===== config.mk =====
export PLATFORM = sky130hd
export DESIGN_NAME = ad_capture
export DESIGN_NICKNAME = d
export VERILOG_FILES = /design/src/rtl/ad_capture.sv
export SDC_FILE = /design/constraint.sdc
export NUM_CORES = 1
export LEC_CHECK = 0
export BUFFER_PORTS_ARGS = -buffer_cell sky130_fd_sc_hd__buf_2
export CORE_UTILIZATION = 45
export CTS_CLUSTER_DIAMETER = 150
export DETAILED_ROUTE_END_ITERATION = 6
export PLACE_DENSITY = 0.8
export SETUP_SLACK_MARGIN = 0.2
export SYNTH_ARGS = -nofsm -noshare
export SYNTH_HDL_FRONTEND = slang
export SYNTH_SLANG_ARGS = --single-unit

===== constraint.sdc =====
create_clock -name clk -period 1.7 [get_ports clk]
set_input_delay 0.17 -clock clk [delete_from_list [all_inputs] [get_ports clk]]
set_output_delay 0.17 -clock clk [all_outputs]
set_load 0.01 [all_outputs]

===== src/rtl/ad_capture.sv =====
// rtl/ad_capture.sv - serial ADC capture sequencer feeding an EEPROM byte writer
module ad_capture #(
    parameter int         CLK_DIV     = 4,
    parameter int         SAMPLE_BITS = 12,
    parameter logic [7:0] CS_ADDR     = 8'hA0,
    parameter logic [7:0] ADDR_MAX    = 8'hFF
) (
    input  logic                   clk,
    input  logic                   rst_n,
    input  logic                   en_sample,
    input  logic                   an_data,
    input  logic                   wr_ack,
    output logic                   dclk,
    output logic                   ad_cs_n,
    output logic [SAMPLE_BITS-1:0] amp_data,
    output logic [7:0]             tran_data,
    output logic                   en_write,
    output logic [7:0]             input_data,
    output logic [7:0]             cs_addr,
    output logic [7:0]             rw_addr,
    output logic                   full
);

    localparam logic [2:0] IDLE  = 3'd0;
    localparam logic [2:0] CONV  = 3'd1;
    localparam logic [2:0] LATCH = 3'd2;
    localparam logic [2:0] WRITE = 3'd3;
    localparam logic [2:0] NEXT  = 3'd4;
    localparam logic [2:0] DONE  = 3'd5;

    localparam int EDGES = 2 * SAMPLE_BITS;
    localparam int EW    = $clog2(EDGES + 1);

    logic [2:0]             state;
    logic [7:0]             div_cnt;
    logic [EW-1:0]          edge_cnt;
    logic [SAMPLE_BITS-1:0] shift_reg;
    logic                   armed;

    assign cs_addr    = CS_ADDR;
    assign tran_data  = amp_data[SAMPLE_BITS-1 -: 8];
    assign input_data = tran_data;

    always_ff @(posedge clk or negedge rst_n) begin
        if (!rst_n) begin
            state     <= IDLE;
            dclk      <= 1'b0;
            ad_cs_n   <= 1'b1;
            en_write  <= 1'b0;
            amp_data  <= '0;
            rw_addr   <= 8'h00;
            full      <= 1'b0;
            div_cnt   <= 8'h00;
            edge_cnt  <= '0;
            shift_reg <= '0;
            armed     <= 1'b0;
        end else begin
            // One idle edge after reset release before a conversion may start
            armed <= 1'b1;
            case (state)
                IDLE: begin
                    dclk     <= 1'b0;
                    ad_cs_n  <= 1'b1;
                    en_write <= 1'b0;
                    if (en_sample && armed) begin
                        state    <= CONV;
                        ad_cs_n  <= 1'b0;
                        div_cnt  <= 8'h00;
                        edge_cnt <= '0;
                    end
                end
                CONV: begin
                    if (div_cnt == 8'(CLK_DIV - 1)) begin
                        div_cnt <= 8'h00;
                        dclk    <= ~dclk;
                        if (!dclk)
                            shift_reg <= {shift_reg[SAMPLE_BITS-2:0], an_data};
                        // Last toggle is a falling edge, so dclk rests low in LATCH
                        if (edge_cnt == EW'(EDGES - 1)) begin
                            state    <= LATCH;
                            ad_cs_n  <= 1'b1;
                            edge_cnt <= '0;
                        end else begin
                            edge_cnt <= edge_cnt + 1'b1;
                        end
                    end else begin
                        div_cnt <= div_cnt + 8'h01;
                    end
                end
                LATCH: begin
                    amp_data <= shift_reg;
                    en_write <= 1'b1;
                    state    <= WRITE;
                end
                WRITE: begin
                    if (wr_ack) begin
                        en_write <= 1'b0;
                        state    <= NEXT;
                    end
                end
                NEXT: begin
                    en_write <= 1'b0;
                    if (rw_addr == ADDR_MAX) begin
                        full  <= 1'b1;
                        state <= DONE;
                    end else begin
                        rw_addr <= rw_addr + 8'h01;
                        state   <= IDLE;
                    end
                end
                DONE: begin
                    dclk     <= 1'b0;
                    ad_cs_n  <= 1'b1;
                    en_write <= 1'b0;
                end
                default: state <= IDLE;
            endcase
        end
    end

endmodule

* Yosys cells after proc, flatten, opt, wreduce, memory -nomap -nowiden
Index checks and enable logic that the tools add are counted.
** Storage, ports and cells
- Flip-flop bits (word level) :: 53
- Input bits :: 5
- Output and inout port bits :: 48
- Word-level logic and storage cells :: 67
** Cells by class
- Add/sub/neg operators :: 3
- Eq/ne operators :: 12
- Muxes and demuxes :: 21
- Bitwise operators :: 3
- Reduce and logical (&&, ||, !) cells :: 17
** Operators by type and width (number)
- one-hot mux 3 bit (6 select lines) :: 1
- adder 8 x 1 -> 8 bit (second input constant) :: 2
- two-way mux 8 bit :: 2
- one-hot mux 8 bit (2 select lines) :: 1
- two-way mux 3 bit :: 5
- two-way mux 5 bit :: 3
- one-hot mux 5 bit (2 select lines) :: 1
- AND reduction 2 bit :: 5
- AND reduction 3 bit :: 3
- equality test 8 x 2 -> 1 bit (second input constant) :: 1
- equality test 8 bit (second input constant) :: 1
- inequality test 2 bit (second input constant) :: 4
- equality test 3 x 2 -> 1 bit (second input constant) :: 2
- equality test 3 bit (second input constant) :: 2
- one-hot mux 1 bit (3 select lines) :: 2
- nonzero test 3 bit :: 2
- adder 5 x 1 -> 5 bit (second input constant) :: 1
- equality test 5 bit (second input constant) :: 1
- two-way mux 1 bit :: 5
- AND reduction 5 bit :: 1
- nonzero test 2 bit :: 2
- equality test 3 x 1 -> 1 bit (second input constant) :: 1
- logical NOT 3 bit :: 1
- inverter 1 bit :: 3
- 4 further kinds :: 4

* Longest topological paths before layout
Gate-level depths: netlist (run 1).
- Word-level depth :: 4
- Depth in mapped cells :: 6
- Gate-level depth less buffers :: 5

* Worst setup path after synthesis (run 1)
OpenSTA, ideal clock, no wires.
- Path type :: register to register
- Start :: register div_cnt[0]
- End :: register shift_reg[10]
- Library setup time :: 125 ps
- Arrival time :: 1745 ps
- Required time :: 1575 ps
- Slack :: -170 ps
- Cell stages (with the launch flop) :: 7
- Path buffers :: 1
- Period minus slack after synthesis :: 1870 ps
- Path through :: dfrtp_1 > ha_1 > nor4b_2 > nand2_1 > nor3_2 > buf_4 > mux2_2
** On the way
- Word-level cells in the longest chain between the ends :: 2
** Ends and longest elaborated chain
- start: declaration :: RTL line 35 : logic [7:0] div_cnt;
- start signal: assignment :: RTL line 87 : div_cnt <= div_cnt + 8'h01;
- equality test 8 x 2 -> 1 bit :: RTL line 73 : if (div_cnt == 8'(CLK_DIV - 1)) begin
- AND reduction 3 bit (no source line)
- end signal: assignment :: RTL line 77 : shift_reg <= {shift_reg[SAMPLE_BITS-2:0], an_data};
- end: declaration :: RTL line 37 : logic [SAMPLE_BITS-1:0] shift_reg;
Every way passes these cells.
A chain may end at the register's enable or synchronous reset.

* Worst setup path after layout (run 1)
- Start :: register div_cnt[0]
- End :: register dclk
** On the way
- Word-level cells in the longest chain between the ends :: 3
** Ends and longest elaborated chain
- equality test 8 x 2 -> 1 bit :: RTL line 73
- inequality test 2 bit (no source line)
- AND reduction 2 bit (no source line)
- end signal: assignment :: RTL line 75 : dclk <= ~dclk;
- end: declaration :: RTL line 13 : output logic dclk,
Every way passes these cells.

==> impl_results.md, run 1 <==
* Cell count after synthesis at around 230
* Violated checks: setup timing
* Core Area at approximately 5500 µm²
* Crit share post-route at 105%
* Residual DRC at 0
* Grt ovf at 0
* Power Density at a little over 1000 nW/µm²
* Vias in the first global route at 1,732
* Hpwl dp at around 3100 µm
* Setup WS post-layout at -0.0903 ns
* Die height at roughly 77 µm
* Clk sinks at 53
* Synth area leader: dfrtp_1
* Number of synthesis warnings at 0
* Most frequent cell after synthesis: dfrtp_1
* Cell count after placement at between 300 and 400
* Main synth FF type: dfrtp_1
* Final #Nets at approximately 300
* Switch share at between 30% and 40%
* Maximum clock path buffer count at 2
* Core Rows at 27
* Hold_sp: an_data
* Post-synth ARST share at 100%
* Slowest CP cell: dfrtp_1
* Setup Skew at 0.00410 ns
* Top cells by count, synth: dfrtp_1 (52), mux2_2 (26), buf_4 (25)
* Die span in x at about 77 µm
* Ports at between 50 and 60
* Post-DR vias/cell at around 5.1
* First-pass GRT wire length at 8220 µm
* Flop2flop setup slack at -0.09 ns
* Clock buffer count from CTS at 5
* CTS root buf: clkbuf_8
* Via Count at roughly 1,900
* Antenna diodes at 0
* Critical Path End Type: register
* Net Sw Power at 1.05 mW
* Setup TNS at -0.395 ns
* CP max stage delay at around 0.38 ns
* CP Launch Type: register
* Cell Area, Placed at 2920 µm²
* DR iter-0 viols at 82
* Post-Syn Area at between 2000 and 3000 µm²
* Status: finished with violations
* First-pass DRT Iterations at 4
* Synth top area share at 50.8%
* Max Freq at 559 MHz
* Final std cells w/o fill at about 370
* Final min period at ~1.8 ns
* Post-synth EDFFs at 0
* Setup WS pre-CTS at -0.0448 ns
* Max-cap viol count at 0
* Wirelength, routed at about 5400 µm
* CTS tree: done
* Synth area leaders: dfrtp_1 (51%), mux2_2 (11%), buf_4 (7.3%)
* Yosys cell types at 44
* CP Launch Point: div_cnt[0]
* Avg Inst Size Synth at roughly 11 µm²
* Total GRT Usage at 17.5%
* Register area share after synthesis at between 50% and 60%
* FF+latch area at approximately 1300 µm²
* GPL Wtd Cong at between 0.8 and 0.9
* Layout cells sized above 1 at ~51%
* Initial antenna violation count at 0
* Final hold viol count at 0
* VDD IR max at between 0.4 and 0.5 mV
* Hold Path Class: in2reg
* CP Cell Sequence: ha_2 -> nor4b_4 -> a21oi_2 -> buf_6 -> or3b_4 -> a21o_1
* Number of fill cells at about 420
* Post-DRT Antenna Nets at 0
* Data required, critical path at between 1.5 and 2 ns
* LEAKAGE at between 1.5 and 2 nW
* Largest net degree at the start of global routing at 54
* Yosys reg bits at 53
* Port-buffer cells at 44
* Reg-to-reg startpoint: div_cnt[0]
* Clock power frac at about a fifth
* Multi-input gate area at approximately 1200 µm²
* RSZ-0062 raised after global routing: true
* Comb pwr share at 32.3%
* Final setup vio count at 16
* Total internal power at 2.37 mW
* Flop pwr share at a little under half
* Fin util at between 60% and 70%
* Crit path kind: reg2reg
* Die ar. at 6000 µm²
* H-tree lvl count at 2
* Crit path DAT at between 1.5 and 2 ns
* Detailed-route wire length per cell at between 10 and 15 µm
* Final instance area at about 3400 µm²
* Slew Limit Fails at 0
* Initial core utilization at a little under half
* Clk_lat worst skew at approximately 0.30 ns
* Syn-to-layout area delta at 32.3%
* Clk slew on worst S/H paths at 0.09 ns
* Crit-path max FO at 7
==> critical path: cells and delay by family, from the launching register on <==
family                   cells  cell delay [ns]
AO/OA/AOI/OAI                2             0.31
flip-flops                   1             0.38
buffers and inverters        1             0.15
AND/OR/NAND/NOR              2             0.65
adder cells (fa/ha/maj)      1             0.18
==> cells in the final DEF, fill, tap and decap left out, types with 3 or more instances in the layout <==
| cell | count |
|---|---|
| o21ai_0 | 5 |
| mux2_4 | 16 |
| a22o_1 | 4 |
| nand3_1 | 8 |
| nand2_1 | 8 |
| o21ai_1 | 4 |
| a21o_1 | 3 |
| xor2_1 | 4 |
| nor3_1 | 3 |
| buf_6 | 8 |
| nor2_1 | 11 |
| inv_1 | 4 |
| buf_4 | 36 |
| conb_1 | 9 |
| clkbuf_8 | 5 |
| ha_2 | 3 |
| or3b_4 | 3 |
| mux2_2 | 10 |
| xnor2_1 | 6 |
| a21oi_1 | 7 |
| buf_2 | 44 |
| dfrtp_1 | 51 |
| nand2b_4 | 4 |
==> kinds of logic (layout without fill, tap and decap cells) <==
group	after synthesis	count (layout)	share of synthesized area, %
buf+inv	36	103	9.13
xor+xnor	10	10	3.42
simple gates	61	61	13.6
other cells	2	9	0.293
mux	26	26	11.4
fa+ha+maj	3	3	1.46
flops	53	53	51.8
compound gates	35	35	8.84
==> layout make-up <==
cell class,count,area share (%)
flip-flops and latches,53,39.2
multi-input cells,144,36.5
repair buffers,91,18.6
well taps,72,2.66
clock buffers,6,2.14
clock inverters,2,0.443
inverters,4,0.443
==> power by group through the flow <==
stage	Combinational, mW	Sequential, mW	Clock [mW]
2_1_floorplan	0.501	1.62	0
4_1_cts	0.962	1.60	0.716
5_1_grt	1.19	1.63	0.769
6_report	1.10	1.61	0.701
3_5_place_dp	0.822	1.63	0
3_3_place_gp	0.792	1.61	0
==> stage by stage <==
stage / power (mW) / hold slack, ns
3_3_place_gp: 2.40 / 0.181
6_report: 3.42 / 0.101
3_5_place_dp: 2.45 / 0.183
2_1_floorplan: 2.13 / -0.126
5_1_grt: 3.60 / 0.0848
4_1_cts: 3.28 / 0.0948
==> timing repair <==
item | CTS | global route
gates resized for setup | 26 | 26
cloned | 0 | 1
hold buffers | 1 | 0
pin swaps | 12 | 11
endpoints found under the hold margin | 52 | 0
endpoints found under the setup margin | 33 | 47
setup buffers | 11 | 12
==> path summary, 6_finish.rpt <==
kind                            cells past startpoint      endpoint
min in group asynchronous                           3   amp_data[7]
worst min register to register                      1          full
worst max-delay path                                6          dclk
worst min-delay path                                2  shift_reg[0]
max in group asynchronous                           3       ad_cs_n
worst max register to register                      6          dclk
==> routing by layer <==
layer	vias to the layer above	track usage, %	wire length [µm]
li1	907	-	-
met1	952	22.7	2390
met2	49	28.6	2750
met3	5	4.12	179
met4	0	6.04	57
met5	-	0	0
Power figures use the tool's default switching activity.
==> run 2: changes to the inputs <==
--- a/config.mk
+++ b/config.mk
@@ -6,10 +6,10 @@
 export NUM_CORES = 1
 export LEC_CHECK = 0
 export BUFFER_PORTS_ARGS = -buffer_cell sky130_fd_sc_hd__buf_2
-export CORE_UTILIZATION = 45
+export CORE_UTILIZATION = 49
 export CTS_CLUSTER_DIAMETER = 150
 export DETAILED_ROUTE_END_ITERATION = 6
-export PLACE_DENSITY = 0.8
+export PLACE_DENSITY = 0.85
 export SETUP_SLACK_MARGIN = 0.2
 export SYNTH_ARGS = -nofsm -noshare
 export SYNTH_HDL_FRONTEND = slang
==> constraint.sdc (replaced) <==
create_clock -name clk -period 1.4 [get_ports clk]
set_input_delay 0.14 -clock clk [delete_from_list [all_inputs] [get_ports clk]]
set_output_delay 0.14 -clock clk [all_outputs]
set_load 0.01 [all_outputs]
==> run 2 against run 1 <==
Against the previous run:
- the flow still finishes with violations (setup timing)
- register-to-register slack lost 0.33 ns
- first-iteration DRC count grew 140%
- sequential power grew 23%
- cell count grew 4.3%
- routed wire length grew 43%
- non-clock buffer count grew 21
- global-route usage grew 7.5 points
- count of clock-buffer cells in the layout shrank 1
- sequential cell count is the same
- clock power grew 29%
- utilization grew 16 points
- critical endpoint is now state[1]
- largest cell class is now multi-input gates
- highest routed layer unchanged
==> impl_results.md, run 2 (synthesis results as in run 1) <==
* Crit share post-route at 130%
* H-tree lvl count at 2
* Hold path depth at 2
* Crit-path leading delay family: simple AND/OR/NAND/NOR gates
* Clk_lat worst skew at 0.32 ns
* Core Rows at 25
* Maximum clock path buffer count at 2
* Post-DRT Antenna Nets at 0
* Slowest CP cell: dfrtp_1
* Core Area at 4880 µm²
* Crit path kind: reg2reg
* Vias in the first global route at roughly 2,100
* Post-DR vias/cell at approximately 5.5
* WP buf/inv at 3
* LEAKAGE at between 1.5 and 2 nW
* First-pass GRT wire length at about 10,000 µm
* Final #Nets at around 330
* CP Launch Type: register
* Most common cell on crit path: buf_4
* Worst R2R End: state[1]
* Layout cells sized above 1 at 58.6%
* CP max stage delay at between 0.3 and 0.4 ns
* Die span in x at between 70 and 80 µm
* Syn-to-layout area delta at 48.5%
* Crit. path cell count at 8
* Power Density at around 1200 nW/µm²
* Flop2flop setup slack at -0.43 ns
* RSZ-0062 raised after global routing: true
* Met2 Usage GRT at ~45%
* Port-buffer cells at between 40 and 50
* Grt peak-use layer: met2
* Violated checks: setup timing
* Clock buffer count from CTS at 5
* CP Cell Sequence: ha_2 -> nor4b_4 -> buf_4 -> buf_4 -> buf_4 -> nand4_1 -> o21a_1 -> nor2_1
* Final min period at ~1.8 ns
* Crit path DAT at between 2 and 2.5 ns
* Max Freq at between 500 and 600 MHz
* Initial core utilization at 52.5%
* Final hold viol count at 0
* Met1 GRT Util at 30.4%
* Worst-margin pin slew at about 0.48 ns
* Detailed-route wire length per cell at approximately 20 µm
* Final setup vio count at 50
* Total GRT Usage at between 20% and 30%
* Reg2reg path depth at 8
* Data required, critical path at 1.65 ns
* VDD IR max at about 0.81 mV
* Critical Path End Type: register
* Grt ovf at 0
* Crit-path max FO at 2
* Residual DRC at 0
* Relative slew margins at between 60% and 70%
* Setup Skew at around 0.009 ns
* Hpwl dp at approximately 3600 µm
* Antenna diodes at 0
* Via Count at ~2,100
* Die height at between 70 and 80 µm
* Largest net degree at the start of global routing at 54
* Slew Limit Fails at 0
* Die ar. at approximately 5500 µm²
* DR iter-0 viols at around 200
* Hold_sp: an_data
* Met3 Use GR at about 4.3%
* Reg-to-reg startpoint: div_cnt[0]
* Clk sinks at 53
* Ports at 53
* Setup TNS at -13.30 ns
* Setup WS post-layout at -0.425 ns
* First-pass DRT Iterations at 4
* Wirelength, routed at 7720 µm
* Clk slew on worst S/H paths at around 0.10 ns
* GPL Wtd Cong at 0.874
* Max-cap viol count at 0
* Cell count after placement at roughly 360
* Endpoint, Worst Hold: shift_reg[0]
* Most frequent cells in the layout: dfrtp_1 (50), buf_2 (44), buf_4 (40)
* Hold Path Class: in2reg
* Status: finished with violations
* Most common cell after layout, fill and taps aside: dfrtp_1
* CTS root buf: clkbuf_8
* CTS tree: done
* Final std cells w/o fill at about 390
* Initial antenna violation count at 0
-- run 2: changes by cell type in the layout (fill, tap and decap cells not counted), moves of 4 or more --
cell     change
buf_6       +12
mux2_2      -10
mux2_4      +10
o21ai_2      +5
buf_4        +4
-- run 2: worst max-delay path by stage --
stage                           from             to  slack [ns]
after floorplan           div_cnt[0]  shift_reg[10]       -0.37
after global placement    div_cnt[0]   shift_reg[8]       -0.29
after CTS                 div_cnt[0]   shift_reg[4]       -0.35
after detailed placement  div_cnt[0]   shift_reg[2]       -0.33
final                     div_cnt[0]       state[1]       -0.43
after global routing      div_cnt[0]       state[1]       -0.52
-- run 2: cell type report --
cell class,count,area [µm²]
Multi-Input combinational cell,144,1390
Sequential cell,53,1330
Fill cell,289,1070
Timing Repair Buffer,112,893
Tap cell,67,83.8
Clock buffer,5,68.8
Clock inverter,3,22.5
Inverter,4,15.0
-- run 2: worst reg2reg max path: stages, from the launching register on --
cell     delay [ns]
dfrtp_1        0.39
ha_2           0.19
nor4b_4        0.27
buf_4          0.19
buf_4          0.12
buf_4          0.10
nand4_1        0.15
o21a_1         0.24
nor2_1         0.10
-- run 2: routing by layer --
layer  up-vias  part of all wire, %
met4         0                  3.9
li1        948                    -
met1      1084                   39
met2        85                   53
met5         -                    0
met3        27                  4.4
-- run 2: power breakdown --
part	switching [mW]	leakage (nW)	total, mW	internal (mW)
registers	0.227	0.701	1.98	1.75
clock network	0.547	0.0481	0.903	0.356
logic	0.771	1.13	1.60	0.825
total	1.54	1.88	4.48	2.93
-- run 2: per-stage QoR --
step                      total power, mW  util [%]  cell area, µm²  hold slack (ns)  setup slack (ns)
after global placement               2.98      63.4            3100            0.151            -0.285
after global routing                 4.64      78.0            3800           0.0368            -0.518
after floorplan                      2.58         -            2680           -0.156            -0.366
after CTS                            4.09      73.3            3580           0.0576            -0.350
after detailed placement             3.04      63.4            3100            0.153            -0.332
final                                4.48      78.0            3800           0.0463            -0.425
-- run 2: repair_timing --
action | in CTS | in global routing
pin swaps | 20 | 13
hold buffers | 1 | 0
gates cloned | 2 | 0
setup buffers | 14 | 8
resized for setup | 59 | 37
endpoints found under the hold margin | 52 | 0
setup endpoints to repair | 52 | 53
==> run 3: changes to the inputs <==
--- a/config.mk
+++ b/config.mk
@@ -10,7 +10,7 @@
 export CTS_CLUSTER_DIAMETER = 150
 export DETAILED_ROUTE_END_ITERATION = 6
 export PLACE_DENSITY = 0.85
-export SETUP_SLACK_MARGIN = 0.2
+export SETUP_SLACK_MARGIN = 0.4
 export SYNTH_ARGS = -nofsm -noshare
 export SYNTH_HDL_FRONTEND = slang
 export SYNTH_SLANG_ARGS = --single-unit
==> run 3 against run 2 <==
Against the previous run:
- the run still ends with setup timing left
- total power fell by 1.6%
- global-route usage is 0.37 points lower
- non-clock buffer count is 6 higher
==> impl_results.md, run 3 (synthesis results as in run 1) <==
* CP Launch Type: register
* CP Cell Sequence: ha_2 -> nor4b_4 -> buf_4 -> a21oi_4 -> or3b_4 -> a21o_1
* Crit-path max FO at 6
* Antenna diodes at 0
* Power Density at 1130 nW/µm²
* Die ar. at about 5500 µm²
* Grt ovf at 0
* Maximum clock path buffer count at 2
* Slew Limit Fails at 0
* Wirelength, routed at approximately 7200 µm
* Critical Path End Type: register
* First-pass GRT wire length at about 9900 µm
* Die span in x at 74.3 µm
* Die height at 74.3 µm
* Largest net degree at the start of global routing at 27
* Flop2flop setup slack at -0.38 ns
* Port-buffer cells at 44
* Crit path kind: reg2reg
* Ports at 53
* CP Launch Point: div_cnt[1]
* CP max stage delay at a little over 0.4 ns
* Via Count at 2,162
* Hold_sp: an_data
* H-tree lvl count at 2
* Data required, critical path at 1.62 ns
* RSZ-0062 raised after global routing: true
* Final min period at between 1.5 and 2 ns
* DR iter-0 viols at approximately 130
* Setup Skew at between 0.01 and 0.015 ns
* Hold path depth at 2
* CTS root buf: clkbuf_8
* Clk sinks at 53
* Initial antenna violation count at 0
* LEAKAGE at ~1.9 nW
* Setup WS post-layout at -0.377 ns
* Slowest CP cell: or3b_4
* Vias in the first global route at around 2,100
* Total GRT Usage at about a quarter
* Residual DRC at 0
* Status: finished with violations
* Most common cell after layout, fill and taps aside: dfrtp_1
* Clk slew on worst S/H paths at ~0.11 ns
* First-pass DRT Iterations at 4
* Violated checks: setup timing
* Max-cap viol count at 0
* Hpwl dp at roughly 3700 µm
* CP endpoint: dclk
* Reg-to-reg startpoint: div_cnt[1]
* Clk_lat worst skew at ~0.32 ns
* Clock buffer count from CTS at 5
* Crit path DAT at around 2 ns
* Setup WS pre-CTS at -0.319 ns
* Core Area at 4880 µm²
* Worst R2R End: dclk
* Crit share post-route at 127%
* Final #Nets at 334
* Initial core utilization at a little over half
* Final setup vio count at just under 50
* Post-DR vias/cell at 5.49
* Final std cells w/o fill at 394
* Final hold viol count at 0
* Most frequent cells in the layout: dfrtp_1 (49), buf_4 (44), buf_6 (37)
* Fin util at between 70% and 80%
* CTS tree: done
* Cell count after placement at 356
* VDD IR max at 0.802 mV
* Reg2reg path depth at 6
* Syn-to-layout area delta at 51.6%
* Detailed-route wire length per cell at 18.2 µm
* Max Freq at about 560 MHz
* Post-DRT Antenna Nets at 0
* Layout cells sized above 1 at between 50% and 60%
* GPL Wtd Cong at 0.849
* Hold Path Class: in2reg
* Core Rows at 25
* Hold Slack at about 0.055 ns
-- run 3: how the worst min path moves through the flow --
stage and to:
2_1_floorplan amp_data[0], 3_3_place_gp en_write, 3_5_place_dp en_write, 4_1_cts shift_reg[0], 5_1_grt shift_reg[0], 6_report shift_reg[0]
-- run 3: cell type report --
type / instances / area, µm²
Tap cell: 67 / 83.8
Inverter: 4 / 15.0
Multi-Input combinational cell: 144 / 1340
Fill cell: 274 / 995
Sequential cell: 53 / 1330
Clock buffer: 5 / 68.8
Timing Repair Buffer: 118 / 1020
Clock inverter: 3 / 26.3
-- run 3: metrics by stage --
step                      power (mW)  area, µm²  TNS [ns]
after floorplan                 2.58       2690     -6.84
after global placement          2.99       3100     -6.76
after detailed placement        3.05       3100     -7.90
after CTS                       4.12       3590     -7.47
after global routing            4.59       3880    -14.16
final                           4.41       3880    -11.11
-- run 3: what timing repair did --
item,4_1_cts,5_1_grt
endpoints found under the setup margin,87,92
gates cloned,2,0
buffers inserted,9,18
endpoints found under the hold margin,13,0
hold buffers,1,0
pin swaps,9,14
gates resized for setup,57,39
-- run 3: power breakdown --
group	total, mW	leakage, nW	switching, mW	internal (mW)
registers	1.94	0.700	0.187	1.75
clock network	0.919	0.0423	0.554	0.365
logic	1.55	1.16	0.756	0.791
-- run 3: layer usage --
| layer | up-vias | global-route usage (%) | wire, µm |
|---|---|---|---|
| met1 | 1097 | 29.5 | 2950 |
| met4 | 0 | 10.1 | 167 |
| met5 | - | 0 | 0 |
| met3 | 19 | 5.42 | 315 |
| li1 | 967 | - | - |
| met2 | 79 | 43.0 | 3720 |
-- run 3: critical path: cells and delay by family (launching register included) --
family | cells | cell delay [ns]
buffers and inverters | 1 | 0.20
AND/OR/NAND/NOR | 2 | 0.66
flip-flops | 1 | 0.38
adder cells (fa/ha/maj) | 1 | 0.19
AO/OA/AOI/OAI | 2 | 0.26
